$ cat src/rtl/uart_tx.sv
// Serial transmitter: accepts a parallel word when idle and sends start bit,
// DW data bits LSB first, optional even parity bit and stop bit, BAUD_DIV clocks each.
module uart_tx #(
    parameter int DW       = 8,
    parameter int BAUD_DIV = 16,
    parameter int PAR_EN   = 0
) (
    input  logic          clk,
    input  logic          rst,
    input  logic [DW-1:0] i_data,
    input  logic          i_valid,
    output logic          o_ready,
    output logic          o_tx,
    output logic          o_busy,
    output logic          o_done,
    output logic [2:0]    o_dbg_state
);

    localparam int BW = $clog2(BAUD_DIV);
    localparam int CW = $clog2(DW);
    localparam logic [BW-1:0] BAUD_LAST = BW'(BAUD_DIV - 1);
    localparam logic [CW-1:0] BIT_LAST  = CW'(DW - 1);

    typedef enum logic [2:0] {
        IDLE   = 3'd0,
        START  = 3'd1,
        DATA   = 3'd2,
        PARITY = 3'd3,
        STOP   = 3'd4
    } state_e;

    state_e          state_q, state_d;
    logic [BW-1:0]   baud_q, baud_d;
    logic [CW-1:0]   bit_q, bit_d;
    logic [DW-1:0]   shift_q, shift_d;
    logic            par_q, par_d;
    logic            tx_q, tx_d;
    logic            done_q, done_d;
    logic            baud_last;

    assign baud_last = (baud_q == BAUD_LAST);

    // Handshake: a word transfers on a rising edge where i_valid && o_ready;
    // o_ready is high only in IDLE, and i_valid is ignored in every other state.
    always_comb begin
        state_d = state_q;
        baud_d  = baud_q;
        bit_d   = bit_q;
        shift_d = shift_q;
        par_d   = par_q;
        tx_d    = tx_q;
        done_d  = 1'b0;
        case (state_q)
            IDLE: begin
                tx_d = 1'b1;
                if (i_valid) begin
                    state_d = START;
                    shift_d = i_data;
                    par_d   = ^i_data;
                    baud_d  = '0;
                    bit_d   = '0;
                    tx_d    = 1'b0;
                end
            end
            START: begin
                if (baud_last) begin
                    state_d = DATA;
                    baud_d  = '0;
                    tx_d    = shift_q[0];
                end else begin
                    baud_d = baud_q + 1'b1;
                end
            end
            DATA: begin
                if (baud_last) begin
                    baud_d = '0;
                    if (bit_q == BIT_LAST) begin
                        if (PAR_EN != 0) begin
                            state_d = PARITY;
                            tx_d    = par_q;
                        end else begin
                            state_d = STOP;
                            tx_d    = 1'b1;
                        end
                    end else begin
                        // tx takes the bit that becomes shift_q[0] after the shift
                        bit_d   = bit_q + 1'b1;
                        shift_d = shift_q >> 1;
                        tx_d    = shift_q[1];
                    end
                end else begin
                    baud_d = baud_q + 1'b1;
                end
            end
            PARITY: begin
                if (baud_last) begin
                    state_d = STOP;
                    baud_d  = '0;
                    tx_d    = 1'b1;
                end else begin
                    baud_d = baud_q + 1'b1;
                end
            end
            STOP: begin
                if (baud_last) begin
                    state_d = IDLE;
                    baud_d  = '0;
                    tx_d    = 1'b1;
                    done_d  = 1'b1;
                end else begin
                    baud_d = baud_q + 1'b1;
                end
            end
            default: begin
                state_d = IDLE;
                tx_d    = 1'b1;
            end
        endcase
    end

    always_ff @(posedge clk or negedge rst) begin
        if (!rst) begin
            state_q <= IDLE;
            baud_q  <= '0;
            bit_q   <= '0;
            shift_q <= '0;
            par_q   <= 1'b0;
            tx_q    <= 1'b1;
            done_q  <= 1'b0;
        end else begin
            state_q <= state_d;
            baud_q  <= baud_d;
            bit_q   <= bit_d;
            shift_q <= shift_d;
            par_q   <= par_d;
            tx_q    <= tx_d;
            done_q  <= done_d;
        end
    end

    assign o_ready     = (state_q == IDLE);
    assign o_busy      = ~o_ready;
    assign o_tx        = tx_q;
    assign o_done      = done_q;
    assign o_dbg_state = state_q;

endmodule

$ cat config.mk
export PLATFORM = sky130hd
export DESIGN_NAME = uart_tx
export DESIGN_NICKNAME = d
export VERILOG_FILES = /design/src/rtl/uart_tx.sv
export SDC_FILE = /design/constraint.sdc
export NUM_CORES = 1
export LEC_CHECK = 0
export ABC_AREA = 1
export BUFFER_PORTS_ARGS = -buffer_cell sky130_fd_sc_hd__buf_2
export CAP_MARGIN = 10
export CORE_MARGIN = 3
export CORE_UTILIZATION = 45
export CTS_BUF_LIST = sky130_fd_sc_hd__clkbuf_4 sky130_fd_sc_hd__clkbuf_8
export DETAILED_ROUTE_END_ITERATION = 16
export PLACE_DENSITY = 0.66
export SLEW_MARGIN = 25
export SYNTH_ARGS = -nofsm -noshare
export SYNTH_HDL_FRONTEND = slang
export SYNTH_SLANG_ARGS = --single-unit
$ cat constraint.sdc
create_clock -name clk -period 1.5 [get_ports clk]
set_input_delay 0.075 -clock clk [delete_from_list [all_inputs] [get_ports clk]]
set_output_delay 0.075 -clock clk [all_outputs]
set_load 0.02 [all_outputs]
Word level (Yosys, flattened, before mapping)
Index checks and enable logic that the tools add are counted.

storage, ports and cells
  memory bits (writable) = 0
  logic and storage cells = 58
  memories = 0
  register bits after elaboration = 20
  bits of input ports = 11
  latch bits = 0
  bits in read-only memories = 0

operators by class
  multiplexer cells = 26
  reduce and logical (&&, ||, !) cells = 9
  multipliers = 0
  add/sub/neg operators = 2
  shifts and indexed selects = 0
  div/mod/pow operators = 0
  equality and inequality tests = 14
  bitwise gates (word level) = 1
  order comparisons = 0

operators by type and width
  operator             count
  $mux 3               9
  $mux 8               3
  $pmux 8 s2           1
  $pmux 3 s5           1
  $ne 2x2->1 const B   7
  $mux 4               2
  $pmux 4 s2           1
  $mux 1               7
  $eq 3x2->1 const B   2
  $eq 3x3->1 const B   2
  $pmux 3 s2           1
  $reduce_and 6->1     1
  $add 4x1->4 const B  1
  $eq 4x4->1 const B   1
  $pmux 1 s4           1
  $reduce_and 4->1     1
  $reduce_bool 2->1    2
  $reduce_or 4->1      1
  $add 3x1->3 const B  1
  $eq 3x1->1 const B   1
  $logic_not 3->1      1
  $reduce_and 3->1     1
  $ne 2x1->1 const B   1
  $reduce_and 2->1     1
  2 further kinds      2

Longest topological paths before layout
Gate-level depths: netlist of run 1.

  word-level depth = 4
  depth in mapped cells = 9

Worst setup path before layout of run 1
OpenSTA, ideal clock, no wires.

  path kind = reg2reg
  start point = register state_q[1] (netlist: o_dbg_state[1])
  end point = register shift_q[3]
  stages on the path, launching flop included = 8
  setup time = 0.116 ns
  slack = 0.046 ns
  arrival = 1.338 ns
  data required time = 1.384 ns
  period minus slack after synthesis = 1.454 ns
  cell sequence = dfrtp_1 -> nor2_1 -> nand2_2 -> nor2_1 -> nor2_1 -> buf_4 -> nand3_1 -> nand2_1

between the ends
  longest elaborated chain between the ends = 3

RTL lines
  element                                                           RTL line  text
  start, declared                                                   32        state_e state_q, state_d;
  start signal, assigned                                            131       state_q <= state_d;
  $eq 3x2->1 / $logic_not 3->1 (equally long branches)              53        case (state_q)
  $ne 2x2->1 (no line) / $reduce_bool 2->1 (equally long branches)  -
  $reduce_and 4->1 (no line)                                        -
  end signal, assigned                                              134       shift_q <= shift_d;
  end, declared                                                     35        logic [DW-1:0] shift_q, shift_d;

Parallel ways exist; a longest one is shown, timed or not.
A chain may end at the register's enable or synchronous reset.

Worst setup path after layout of run 1
  start point = register state_q[0] (netlist: o_dbg_state[0])
  end point = register baud_q[2]

between the ends
  longest elaborated chain between the ends = 4

RTL lines
  element                                   RTL line  text
  $eq 3x3->1, or another cell as far along  53
  $reduce_or 4->1 (no line)                 -
  $reduce_bool 2->1 (no line)               -
  $reduce_and 2->1 (no line)                -
  end signal, assigned                      132       baud_q <= baud_d;
  end, declared                             33        logic [BW-1:0] baud_q, baud_d;

Parallel ways exist; a longest one is shown, timed or not.

==> out/metrics.yaml, run 1 <==
setup_path:
  cp_max_fo: 5
  crit_path_end_kind: "flop"
  critPathKind: "flop to flop"
  cp.required_ns: 1.68
  start_kind: "flop"
  cp.arrival_ns: 1.66
run:
  drv_cap: 0
synthesis:
  synth.distinct_cells: 22
  postSynthAreaPerCell_um2: 7.70
  synth_fp_nets: 160
  yosysWarnings: 0
  ys_ff_latch: 20
  synth_edf_count: 0
  seq_area_frac_synth_pct: 44.6
  synthArstFlopShare_pct: 100
  synthCells: 146
  netlist_area_um2: 1120
  synth_ff_type: "dfrtp_1"
global_routing:
  grt_pass1_vias: 1012
  grt_overflow: 0
  track_usage_pct: 17.3
  grt_max_degree: 21
  grt_pass1_wl_um: 4370
  antenna_found_initial: 0
power:
  p_sw_uw: 1540
  power_leakage_uw: 0.000869
  power.density_nw_per_um2: 2180
  power.share.sequential_pct: 26.6
  swShare_pct: 45.0
  intPower_uw: 1890
  p_clk_share_pct: 9.3
  worst_ir_drop_vdd_mv: 1.27
  pwr-share-comb_pct: 64.1
cts:
  htree_levels: 1
  root_buffer: "clkbuf_4"
  clkTransAtPathRegs_ns: 0.12
  cts_tree: "yes"
  cts_num_sinks: 20
  insertion_delay_ns: 0.30
  clock_path_buffers: 2
  numCtsBuffers: 3
sta:
  tightestPinTransition_ns: 0.457
  clock.fmax_ghz: 0.676
  setup_viol: 0
  clock_skew_ns: 0.0112
  period_minus_slack_ns: 1.48
  hold_ws_ns: 0.0433
  finalCritPeriodShare_pct: 98.6
  slew_headroom_pct: 69.5
  hold_viol: 0
  rsz0062_at_grt: "true"
  report.final.slew_viol_count: 0
placement:
  io_buffers: 17
  dp_hpwl_um: 1800
  finalWeightedCongestion: 0.751
detailed_routing:
  final_antenna_net_count: 0
  dr_total_vias: 1140
  drt_iter0_markers: 45
  avgRoutedWirePerCell_um: 13.4
  dr.pass1.iters: 4
  post-route-drc-count: 0
  routed_wl_um: 2940
  vias_per_cell: 5.18
final_layout:
  syn_to_final_growth_pct: 40.2
  fillers: 198
  drive_gt1_share_pct: 37.5
  diodes: 0
  nets: 207
  postLayoutCoreUtil_pct: 68.6
hold_path:
  holdCritPathClass: "input port to flop"
die:
  die_h_um: 56.0
  pin_count: 18
  num_rows: 17
  die_w_um: 56.0
  core_area_um2: 2300
  die-area_um2: 3140
  start_util_pct: 49.0
status:
  status: "complete, no violations"
## layout by cell type, fill, tap and decap left out, drive strengths merged
master        n
a21oi         1
ha            3
nand4         4
nand3b        1
buf          45
xnor2         1
clkbuf        4
nand2        57
dlygate4sd3   1
nor2          8
dfrtp        19
nor3          2
o21ai         5
dfstp         1
xor2          1
inv          10
nand3        29
## path summary, 6_finish.rpt
check	start	to	slack (ns)	cells past startpoint
min in group asynchronous	rst	o_done	0.23	2
worst max-delay path	o_dbg_state[0]	baud_q[2]	0.02	8
worst min register to register	bit_q[1]	bit_q[1]	0.50	2
max in group asynchronous	rst	o_tx	0.93	2
worst min-delay path	i_valid	o_dbg_state[0]	0.04	3
worst max register to register	o_dbg_state[0]	baud_q[2]	0.02	8
## cells in the mapped netlist, types with 2 or more instances
| cell | number | area share, % |
|---|---|---|
| ha_1 | 3 | 3.3 |
| buf_4 | 3 | 2.0 |
| nand4_1 | 4 | 2.2 |
| nor2_1 | 7 | 2.3 |
| o21ai_0 | 5 | 2.2 |
| nor3_1 | 2 | 0.89 |
| inv_1 | 8 | 2.7 |
| inv_2 | 2 | 0.67 |
| dfrtp_1 | 19 | 42 |
| nand3_1 | 25 | 11 |
| nand2_1 | 55 | 18 |
| nand3_2 | 2 | 1.8 |
| nand2_2 | 2 | 1.1 |
## logic make-up after synthesis
family	after synthesis	share of synthesized area (%)
fa+ha+maj	3	3.34
compound gates	6	2.67
buf+inv	15	6.79
flops	20	44.6
xor+xnor	2	1.56
simple gates	100	41.0
## repair_timing
item	in CTS	in global routing
hold buffers	1	0
buffers inserted	4	7
pin swaps	1	7
cloned	0	2
endpoints found under the hold margin	19	0
endpoints found under the setup margin	13	21
gates resized for setup	11	21
## worst max-delay path, cell delays in order (launching register included)
cell     delay (ns)
dfrtp_2        0.46
buf_4          0.15
inv_1          0.09
buf_6          0.13
nand2_1        0.12
nand2_4        0.13
nand2_1        0.12
nand2_1        0.08
o21ai_0        0.08
## power by group through the flow
stage          Clock (uW)  Sequential, uW  Combinational, uW
2_1_floorplan           0             947               1050
3_3_place_gp            0             896               1540
3_5_place_dp            0             904               1580
4_1_cts               328             894               1770
5_1_grt               347             939               2430
6_report              319             914               2200
## state kept, by name (all words and copies together) (netlist names)
signal	cells
o_tx	1
baud_q	4
bit_q	3
o_dbg_state	3
o_done	1
shift_q	8
## through the flow
step / setup slack, ns / power [uW] / TNS (ns) / instances / area [um2]
4_1_cts: 0.00560 / 3000 / 0 / 211 / 1440
2_1_floorplan: 0.0458 / 1990 / 0 / 146 / 1120
3_5_place_dp: -0.0835 / 2480 / -0.551 / 202 / 1330
5_1_grt: -0.0841 / 3710 / -0.653 / 220 / 1580
3_3_place_gp: -0.0192 / 2430 / -0.134 / 202 / 1330
6_report: 0.0209 / 3430 / 0 / 220 / 1580
## area by class of cell
cell class,instances,area [um2],area share [%]
Clock buffer,4,36.3,2.30
Tap cell,28,35.0,2.22
Multi-Input combinational cell,112,624,39.6
Timing Repair Buffer,46,334,21.2
Inverter,10,42.5,2.70
Sequential cell,20,504,32.0
## routing by layer
layer	routed length [um]	vias to the layer above	GRT usage, %
met5	0	-	0
met4	39	0	6.44
met3	107	4	2.09
met2	1560	25	30.7
met1	1230	538	21.1
li1	-	573	-
Power figures use the tool's default switching activity.
==> inputs of run 2 (changes only) <==
Settings changed: ABC_AREA 1 to not set.
==> run 2 against run 1 <==
Against the previous run:
- the flow now finishes with violations (negative setup slack)
- register-to-register slack lost 0.24 ns
- global-route usage about the same
- sequential share of layout area up 1.7 points
- clock skew decreased by 0.0044 ns
- cell area fell by 4.8%
- via count decreased by 14%
- setup slack got worse by 0.24 ns
- worst hold slack got worse by 0.029 ns
- non-clock buffer count decreased by 3
- final cell count is 20% lower
- critical path type unchanged
- critical endpoint is now bit_q[0]
- largest power group is now sequential cells
==> out/metrics.yaml, run 2 <==
setup_path:
  r2r_cells: 7
  cp.required_ns: 1.71
  crit_path_end_kind: "flop"
  start_kind: "flop"
  reg2reg_setup_slack_ns: -0.22
  r2r-end: "bit_q[0]"
  critPathKind: "flop to flop"
  cp_max_fo: 5
  cp.arrival_ns: 1.93
  reg2reg_from: "bit_q[1]"
global_routing:
  grt_max_degree: 21
  antenna_found_initial: 0
  track_usage_pct: 17.3
  grt_pass1_vias: 938
  grt_pass1_wl_um: 4180
  grt_overflow: 0
die:
  num_rows: 17
  core_area_um2: 2250
  start_util_pct: 48.6
  die-area_um2: 3060
  die_h_um: 55.3
  pin_count: 18
  die_w_um: 55.3
synthesis:
  synth_ff_type: "dfrtp_1"
  synthCells: 109
  ys_top_cells_by_area: "dfrtp_1, a2bb2oi_1, o22ai_1"
  yosysWarnings: 0
  synthArstFlopShare_pct: 100
  synth_most_common_cell: "dfrtp_1"
  synth_fp_nets: 123
  netlist_area_um2: 1090
  yosysTopAreaCell: "dfrtp_1"
  post-synth-top-area-fraction_pct: 43.4
  synth.distinct_cells: 38
  seq_area_frac_synth_pct: 45.8
  synth_edf_count: 0
  synth_common_cells: "dfrtp_1, nand2_1, a21oi_1, o22ai_1, buf_2"
  ys_ff_latch: 20
  postSynthAreaPerCell_um2: 10.0
power:
  p_clk_share_pct: 44.1
  intPower_uw: 821
  power.density_nw_per_um2: 674
  swShare_pct: 18.9
  pwr-share-comb_pct: 2.7
  power_leakage_uw: 0.000722
  p_sw_uw: 191
  worst_ir_drop_vdd_mv: 0.600
  power.share.sequential_pct: 53.3
final_layout:
  largest_register_ffs: 8
  largestRegisters: "shift_q (8), baud_q (4)"
  diodes: 0
  nets: 162
  drive_gt1_share_pct: 48.3
  layout_commonest_cell: "buf_4"
  regMostFlops: "shift_q"
  postLayoutCoreUtil_pct: 66.6
  mostFrequentLayoutCells: "buf_4, dfrtp_1, buf_2, nand2_1, a21oi_1"
  syn_to_final_growth_pct: 37.1
sta:
  hold_viol: 0
  clock.fmax_ghz: 0.581
  slew_headroom_pct: 71.0
  tightestPinTransition_ns: 0.435
  period_minus_slack_ns: 1.72
  rsz0062_at_grt: "true"
  clock_skew_ns: 0.00686
  worst_slack_ns: -0.221
  report.final.slew_viol_count: 0
  setup_viol: 12
  hold_ws_ns: 0.0142
  finalCritPeriodShare_pct: 115
  setup_tns_ns: -1.79
detailed_routing:
  final_antenna_net_count: 0
  routed_wl_um: 2510
  vias_per_cell: 5.63
  avgRoutedWirePerCell_um: 14.4
  post-route-drc-count: 0
  dr_total_vias: 986
  drt_iter0_markers: 21
  dr.pass1.iters: 4
placement:
  io_buffers: 17
  dp_hpwl_um: 1840
  finalWeightedCongestion: 0.773
status:
  violations: "negative setup slack"
  status: "finished with violations"
cts:
  numCtsBuffers: 3
  cts_tree: "yes"
  htree_levels: 1
  cts_num_sinks: 20
  insertion_delay_ns: 0.31
  root_buffer: "clkbuf_4"
  clock_path_buffers: 2
  clkTransAtPathRegs_ns: 0.12
hold_path:
  hold_start: "i_data[7]"
  holdCritPathClass: "input port to flop"
  whs_endpoint: "shift_q[7]"
  whs_path_depth: 2
run:
  drv_cap: 0
[run 2: cell types whose count changed after synthesis, sizes merged, moves of 3 or more]
cell,before,now
nand2,57,10
nand3,28,5
a21oi,1,8
o22ai,0,7
a2bb2oi,0,6
inv,10,4
nor2,8,3
a211oi,0,4
buf,5,8
nand2b,0,3
nand4,4,1
[run 2: what timing repair did]
item / CTS / global route
buffers inserted: 4 / 3
pin swaps: 1 / 2
endpoints found under the setup margin: 13 / 19
endpoints found under the hold margin: 19 / 0
resized for setup: 7 / 14
hold buffers: 1 / 0
[run 2: layout make-up]
cell class,instances,area (um2)
multi-input combinational,76,604
fill,193,753
inverter,4,15.0
sequential,20,505
tap,28,35.0
timing repair buffer,43,289
clock inverter,1,30.0
clock buffer,3,22.5
[run 2: cells by family after synthesis]
family | share of synthesized area, %
buf+inv | 6.51
flops | 45.8
compound gates | 24.9
fa+ha+maj | 3.43
mux | 2.29
simple gates | 17.0
[run 2: how the worst max path moves through the flow]
stage | startpoint | to | slack (ns) | depth (start not counted)
floorplan | bit_q[0] | bit_q[0] | -0.14 | 7
global placement | bit_q[1] | bit_q[0] | -0.16 | 7
detailed placement | bit_q[1] | shift_q[2] | -0.22 | 6
CTS | bit_q[1] | bit_q[0] | -0.22 | 7
global route | bit_q[1] | bit_q[0] | -0.29 | 7
finish | bit_q[1] | bit_q[0] | -0.22 | 7
[run 2: power by group through the flow]
stage,Sequential [uW],Clock [uW],Combinational (uW)
after floorplan,550,0,0.726
after global placement,549,0,25.2
after detailed placement,549,0,25.7
after CTS,539,461,28.0
after global routing,539,477,30.7
final,539,446,27.0
[run 2: routing by layer]
layer	GRT usage, %	vias up	part of all wire, %	wire (um)
li1	-	487	-	-
met1	21.8	472	45	1130
met2	27.9	23	50	1250
met3	5.37	4	4.1	103
met4	5.90	0	0.96	24
met5	0	-	0	0
[run 2: critical path: stages (launching register included)]
cell      delay [ns]
dfrtp_1         0.42
ha_2            0.20
ha_4            0.16
nand2b_4        0.14
a211oi_4        0.25
buf_6           0.15
nand2_4         0.05
mux2_4          0.25
[run 2: through the flow]
step,area (um2),cells,worst slack (ns),total power (uW)
6_report,1500,175,-0.221,1010
5_1_grt,1500,175,-0.290,1050
4_1_cts,1430,172,-0.215,1030
3_5_place_dp,1320,163,-0.220,575
3_3_place_gp,1320,163,-0.157,575
2_1_floorplan,1120,109,-0.136,550
==> inputs of run 3 (changes only) <==
Settings changed: CORE_ASPECT_RATIO set to 1.75.
==> run 3 against run 2 <==
Against the previous run:
- the flow still finishes with violations (negative setup slack)
- critical path depth is the same
- global-route usage up 2.0 points
- sequential cell count is the same
- final cell count fell by 4.6%
- sequential power barely moved
- largest power group unchanged
- highest routed layer unchanged
==> out/metrics.yaml, run 3 (synthesis gave the netlist of run 2 again) <==
status:
  status: "finished with violations"
  violations: "negative setup slack"
final_layout:
  drive_gt1_share_pct: 39.4
  diodes: 0
  syn_to_final_growth_pct: 28.1
  layout_commonest_cell: "buf_4"
  largest_register_ffs: 8
  regMostFlops: "shift_q"
  stdcell_area_um2: 1400
  largestRegisters: "shift_q (8), baud_q (4)"
  stdcell_count: 167
  nets: 157
  postLayoutCoreUtil_pct: 60.9
  mostFrequentLayoutCells: "buf_4, dfrtp_1, buf_2, nand2_1, a21oi_1"
die:
  core_area_um2: 2300
  pin_count: 18
  start_util_pct: 47.6
  die_w_um: 43.3
  die_h_um: 71.3
  num_rows: 23
  die-area_um2: 3080
sta:
  worst_slack_ns: -0.196
  hold_viol: 0
  clock_skew_ns: 0.00752
  finalCritPeriodShare_pct: 113
  period_minus_slack_ns: 1.70
  clock.fmax_ghz: 0.590
  slew_headroom_pct: 69.3
  tightestPinTransition_ns: 0.460
  setup_viol: 12
  setup_tns_ns: -1.54
  report.final.slew_viol_count: 0
  rsz0062_at_grt: "true"
detailed_routing:
  final_antenna_net_count: 0
  vias_per_cell: 5.87
  post-route-drc-count: 0
  drt_iter0_markers: 21
  routed_wl_um: 2640
  avgRoutedWirePerCell_um: 15.8
  dr.pass1.iters: 2
  dr_total_vias: 981
placement:
  dp_hpwl_um: 2040
  dp_cells: 161
  postPlaceCellArea_um2: 1320
  io_buffers: 17
  finalWeightedCongestion: 0.823
cts:
  cts_num_sinks: 20
  clock_path_buffers: 2
  root_buffer: "clkbuf_8"
  cts_tree: "yes"
  htree_levels: 1
  clkTransAtPathRegs_ns: 0.07
  insertion_delay_ns: 0.26
  numCtsBuffers: 3
power:
  power.density_nw_per_um2: 694
  worst_ir_drop_vdd_mv: 0.480
  finalPower_uw: 974
  power_leakage_uw: 0.000685
global_routing:
  antenna_found_initial: 0
  track_usage_pct: 19.3
  grt_max_degree: 21
  grt_overflow: 0
  grt_pass1_vias: 1078
  grt_pass1_wl_um: 4460
hold_path:
  holdCritPathClass: "input port to flop"
setup_path:
  cp.required_ns: 1.64
  start_kind: "flop"
  cp.arrival_ns: 1.84
  cp_max_fo: 5
  critPathKind: "flop to flop"
  crit_path_end_kind: "flop"
run:
  drv_cap: 0
-- run 3: cell count changes in the layout (fill, tap and decap cells not counted), moves of 3 or more --
cell       change
a2bb2oi_1      +5
clkbuf_8       +4
clkbuf_4       -3
buf_4          -5
a2bb2oi_2      -5
-- run 3: layout make-up --
cell class | instances | area (um2)
Inverter | 4 | 15.0
Sequential cell | 20 | 503
Fill cell | 208 | 900
Tap cell | 25 | 31.3
Timing Repair Buffer | 38 | 245
Multi-Input combinational cell | 76 | 553
Clock buffer | 4 | 55.1
-- run 3: worst max-delay path, stage by stage (launching register included) --
cell and delay [ns]:
dfrtp_1 0.39, ha_2 0.20, ha_4 0.16, nand2b_4 0.13, a211oi_2 0.22, buf_4 0.18
nand2_4 0.06, mux2_4 0.25
-- run 3: timing repair --
item / 4_1_cts / 5_1_grt
hold buffers: 1 / 0
pin swaps: 2 / 1
hold endpoints to repair: 19 / 0
gates resized for setup: 4 / 2
endpoints found under the setup margin: 14 / 16
setup buffers: 1 / 0
-- run 3: stage by stage --
step           hold WS, ns  setup slack [ns]
2_1_floorplan       -0.221            -0.136
3_3_place_gp        0.0471            -0.111
3_5_place_dp        0.0454            -0.174
4_1_cts             0.0574            -0.188
5_1_grt             0.0667            -0.237
6_report            0.0605            -0.196
-- run 3: path summary, 6_finish.rpt --
check,startpoint,slack [ns],to,depth (start not counted)
hold reg to reg,shift_q[7],0.50,shift_q[7],1
max in group asynchronous,rst,0.86,o_dbg_state[1],2
setup reg to reg,bit_q[1],-0.20,bit_q[0],7
min in group asynchronous,rst,0.29,baud_q[3],2
setup / recovery,bit_q[1],-0.20,bit_q[0],7
hold / removal,i_data[7],0.06,shift_q[7],2
-- run 3: power breakdown --
part / switching (uW) / leakage (uW) / internal, uW
clock network: 174 / 0.0000288 / 234
logic: 15.6 / 0.000395 / 11.2
registers: 0 / 0.000261 / 539
-- run 3: layer usage --
layer,wire [um],GRT usage (%),vias up
met5,0,0,-
met4,92,14.1,0
met3,69,2.51,8
met2,1490,34.6,18
met1,980,19.2,480
li1,-,-,475
